## config.mk

```make
export PLATFORM = sky130hd
export DESIGN_NAME = updown_counter_n
export DESIGN_NICKNAME = d
export VERILOG_FILES = /design/src/rtl/updown_counter_n.sv
export SDC_FILE = /design/constraint.sdc
export NUM_CORES = 1
export LEC_CHECK = 0
export CORE_AREA = 2 2 53 55
export DETAILED_ROUTE_END_ITERATION = 6
export DIE_AREA = 0 0 55 57
export PLACE_DENSITY_LB_ADDON = 0.08
export SLEW_MARGIN = 20
export SYNTH_ARGS = -nofsm -noshare
export SYNTH_HDL_FRONTEND = slang
export SYNTH_SLANG_ARGS = --single-unit
```

## constraint.sdc

```tcl
create_clock -name clock -period 1.86 [get_ports clock]
set_input_delay 0.558 -clock clock [delete_from_list [all_inputs] [get_ports clock]]
set_output_delay 0.558 -clock clock [all_outputs]
set_load 0.02 [all_outputs]
```

## src/rtl/updown_counter_n.sv

```systemverilog
// Parametrised up/down modulo counter with clear, load, terminal flag and wrap pulse.
// Optional saturating mode (adds the saturate input) when COUNTER_SATURATE_EN is defined.
module updown_counter_n #(
    parameter int     WIDTH   = 6,
    parameter longint MODULUS = 32
) (
    input  logic             clock,
    input  logic             reset,
    input  logic             enable,
    input  logic             clear,
    input  logic             load,
    input  logic [WIDTH-1:0] load_value,
    input  logic             up,
`ifdef COUNTER_SATURATE_EN
    input  logic             saturate,
`endif
    output logic [WIDTH-1:0] count,
    output logic             terminal,
    output logic             wrap
);

    if (WIDTH < 1 || MODULUS < 2 || (WIDTH < 62 && MODULUS > (longint'(1) << WIDTH))) begin : g_bad_params
        $error("updown_counter_n: illegal WIDTH/MODULUS combination");
    end

    localparam logic [WIDTH-1:0] MAX_COUNT = WIDTH'(MODULUS - 1);
    localparam logic [WIDTH:0]   MOD_EXT   = (WIDTH+1)'(MODULUS);

    logic             at_top;
    logic             at_bottom;
    logic             sat_hold;
    logic [WIDTH-1:0] load_clamped;
    logic [WIDTH-1:0] step;
    logic [WIDTH-1:0] count_d;
    logic             wrap_d;

`ifdef COUNTER_SATURATE_EN
    assign sat_hold = saturate;
`else
    assign sat_hold = 1'b0;
`endif

    assign at_top    = (count == MAX_COUNT);
    assign at_bottom = (count == '0);
    assign terminal  = up ? at_top : at_bottom;

    // Out-of-range load values clamp to the top of the range so count stays below MODULUS.
    assign load_clamped = ({1'b0, load_value} < MOD_EXT) ? load_value : MAX_COUNT;

    always_comb begin
        step = count;
        if (up) begin
            step = at_top ? '0 : count + WIDTH'(1);
        end else begin
            step = at_bottom ? MAX_COUNT : count - WIDTH'(1);
        end
    end

    always_comb begin
        count_d = count;
        wrap_d  = 1'b0;
        if (clear) begin
            count_d = '0;
        end else if (load) begin
            count_d = load_clamped;
        end else if (enable) begin
            // In saturating mode a step past the bound holds count but still pulses wrap.
            wrap_d = terminal;
            if (!(terminal && sat_hold)) begin
                count_d = step;
            end
        end
    end

    always_ff @(posedge clock or posedge reset) begin
        if (reset) begin
            count <= '0;
            wrap  <= 1'b0;
        end else begin
            count <= count_d;
            wrap  <= wrap_d;
        end
    end

endmodule

```

==> results.sh <==
export IMPL_postCtsSetupRepairBufs=0
export IMPL_hold_buffers=0
export IMPL_core_um2=2620
export IMPL_io_pins=20
export IMPL_track_usage=0.153
export IMPL_clkSinkCount=7
export IMPL_cts_buffers=3
export IMPL_ff2ff_setup_slack_ns=0.12
export IMPL_yosysSeqAreaShare=0.282
export IMPL_dpl_worst_slack_ns=-0.865
export IMPL_overflow=0
export IMPL_seq_power_share=0.306
export IMPL_ys_seq_elements=7
export IMPL_syn_num_nets=93
export IMPL_netlist_area_um2=621
export IMPL_status="finished with violations"
export IMPL_gp_congestion=0.785
export IMPL_netlist_instances=78
export IMPL_htree_levels=1
export IMPL_powerDensity_nw_per_um2=544
export IMPL_drt_pass1_iter_count=4
export IMPL_vias=771
export IMPL_finalHoldViolCount=0
export IMPL_die_area_um2=3140
export IMPL_clock_latency_ns=0.25
export IMPL_ctsLongestPathBuffers=2
export IMPL_die_y_um=57
export IMPL_grt_max_degree=11
export IMPL_critPathLaunchType="register"
export IMPL_pwr_share_comb=0.456
export IMPL_grt_antenna_before_repair=0
export IMPL_clkPwrFrac=0.238
export IMPL_end_kind="output pin"
export IMPL_die_w_um=55
export IMPL_synth_warnings=0
export IMPL_slew_limit_headroom=0.792
export IMPL_tightest_slew_ns=0.312
export IMPL_yosysUniqueCellTypes=35
export IMPL_finalWirelength_um=2030
export IMPL_worst_setup_hold_path_clk_slew_ns=0.06
export IMPL_drv_cap=0
export IMPL_p_leak_nw=0.512
export IMPL_wire_per_inst_um=13.2
export IMPL_slew_viol_final=0
export IMPL_cts_tree="yes"
export IMPL_n_fill_cell=292
export IMPL_fin_nets=139
export IMPL_switching_share=0.334
export IMPL_hold_path_class="input port to asynchronous set/reset pin"
export IMPL_grt_first_pass_wirelength_um=3460
export IMPL_min_period_ns=2.01
export IMPL_worst_endpoint_required_ns=1.30
export IMPL_period_share=1.08
export IMPL_route_detailed_drc=0
export IMPL_drive_gt1_frac=0.341
export IMPL_drtAntennaViolNets=0
export IMPL_violations="negative setup slack"
export IMPL_clock_fmax_mhz=499
export IMPL_arrival_ns=1.45
export IMPL_setup_slack_ns=-0.146
export IMPL_rr_worst_depth=5
export IMPL_criticalPathCategory="register to output pin"
export IMPL_area_growth_pct=74.0
export IMPL_dp_cells=150
export IMPL_setup_violations=1
export IMPL_stdcell_count=154
export IMPL_vdd_drop_max_mv=0.343
export IMPL_detail_route_iter0_violations=10
export IMPL_synth_area_per_cell_um2=7.96
export IMPL_dp_hpwl_um=1680
export IMPL_power_mw=0.588
export IMPL_switching_power_mw=0.196
export IMPL_finalSetupTns_ns=-0.146
export IMPL_initial_utilization=0.237
export IMPL_fin_worst_skew_ns=0.00891
export IMPL_root_buffer="clkbuf_4"
export IMPL_avgViaCountPerCell=5.01
export IMPL_crit_fanout=4
export IMPL_diodes=0
export IMPL_port_buffers=19
export IMPL_num_rows=19
export IMPL_internal_power_mw=0.392
export IMPL_grt_pass1_vias=737
export IMPL_rsz0062_at_grt="yes"
routing by layer:
metal / GRT usage / vias to the layer above / wire, µm
met2: 0.236 / 14 / 977
li1: - / 385 / -
met4: 0.0732 / 0 / 27
met1: 0.213 / 370 / 960
met5: 0 / - / 0
met3: 0.00785 / 2 / 64
worst paths after layout:
| path | from | to |
|---|---|---|
| max | count[0]$_DFFE_PP0P_ | terminal |
| min | reset | count[2]$_DFFE_PP0P_ |
| max reg2reg | count[0]$_DFFE_PP0P_ | count[3]$_DFFE_PP0P_ |
| min reg2reg | count[1]$_DFFE_PP0P_ | count[1]$_DFFE_PP0P_ |
| max in group asynchronous | reset | count[5]$_DFFE_PP0P_ |
| min in group clock | count[1]$_DFFE_PP0P_ | count[1]$_DFFE_PP0P_ |
critical path: stages (launching register included):
cell	delay (ns)
dfrtp_2	0.43
inv_2	0.09
ha_4	0.14
nor4b_4	0.22
a21o_1	0.19
buf_6	0.12
cell usage after synthesis (all sizes together):
| cell type | n | area share |
|---|---|---|
| o311a | 1 | 0.016 |
| nor3 | 4 | 0.040 |
| o22ai | 2 | 0.020 |
| or3b | 1 | 0.014 |
| ha | 3 | 0.060 |
| and4 | 1 | 0.016 |
| a311oi | 1 | 0.014 |
| nand4 | 2 | 0.020 |
| nand2b | 2 | 0.020 |
| o211a | 1 | 0.016 |
| o21ai | 8 | 0.065 |
| o21a | 2 | 0.024 |
| a32o | 1 | 0.018 |
| a21oi | 3 | 0.024 |
| nor2 | 10 | 0.060 |
| dfrtp | 7 | 0.28 |
| o211ai | 2 | 0.024 |
| nand3 | 2 | 0.016 |
| a31oi | 2 | 0.020 |
| or4 | 2 | 0.030 |
| inv | 7 | 0.042 |
| clkbuf | 2 | 0.014 |
| nand2 | 2 | 0.012 |
| nor4b | 1 | 0.014 |
| nand3b | 1 | 0.012 |
| and3 | 2 | 0.020 |
| o311ai | 1 | 0.014 |
| o31a | 1 | 0.014 |
| buf | 2 | 0.026 |
| mux2i | 1 | 0.016 |
| a21o | 1 | 0.012 |
state kept, by name (all words and copies together), names as in the netlist:
name,count
count,6
wrap,1
metrics by stage:
stage,instance area (µm²),hold WS [ns],util
floorplan,629,0.361,-
global placement,1030,0.646,0.393
detailed placement,1030,0.645,0.393
CTS,1080,0.563,0.412
global route,1080,0.591,0.413
finish,1080,0.551,0.413
power by group through the flow:
| stage | clock [mW] | combinational (mW) | sequential, mW |
|---|---|---|---|
| 2_1_floorplan | 0 | 0.105 | 0.199 |
| 3_3_place_gp | 0 | 0.264 | 0.180 |
| 3_5_place_dp | 0 | 0.263 | 0.180 |
| 4_1_cts | 0.146 | 0.267 | 0.180 |
| 5_1_grt | 0.159 | 0.293 | 0.182 |
| 6_report | 0.140 | 0.268 | 0.180 |
cell usage in the layout (no fill, tap or decap), drive strengths merged, types with 3 or more instances in the layout:
master          n
nor3            4
nor2           10
a21oi           3
o21ai           8
dlygate4sd2     6
inv             7
clkbuf          4
clkdlybuf4s50  11
buf            27
dfrtp           7
ha              3
cell type report:
cell class / count / area (µm²) / area share
Sequential cell: 7 / 179 / 0.166
Multi-Input combinational cell: 60 / 427 / 0.395
Inverter: 7 / 26.3 / 0.0243
Tap cell: 31 / 38.8 / 0.0359
Timing Repair Buffer: 45 / 383 / 0.355
Clock buffer: 4 / 26.3 / 0.0243
cell families after synthesis:
family,count (synthesis),share of synthesized area
buffers and inverters,11,0.0826
AND/OR/NAND/NOR,30,0.276
AO/OA/AOI/OAI,26,0.282
flip-flops,7,0.282
adder cells (fa/ha/maj),3,0.0605
multiplexers,1,0.0161
what timing repair did:
item / in CTS / in global routing
pin swaps: 3 / 0
gates resized for setup: 21 / 2
setup endpoints to repair: 9 / 3
(Power assumes the default switching activity.)
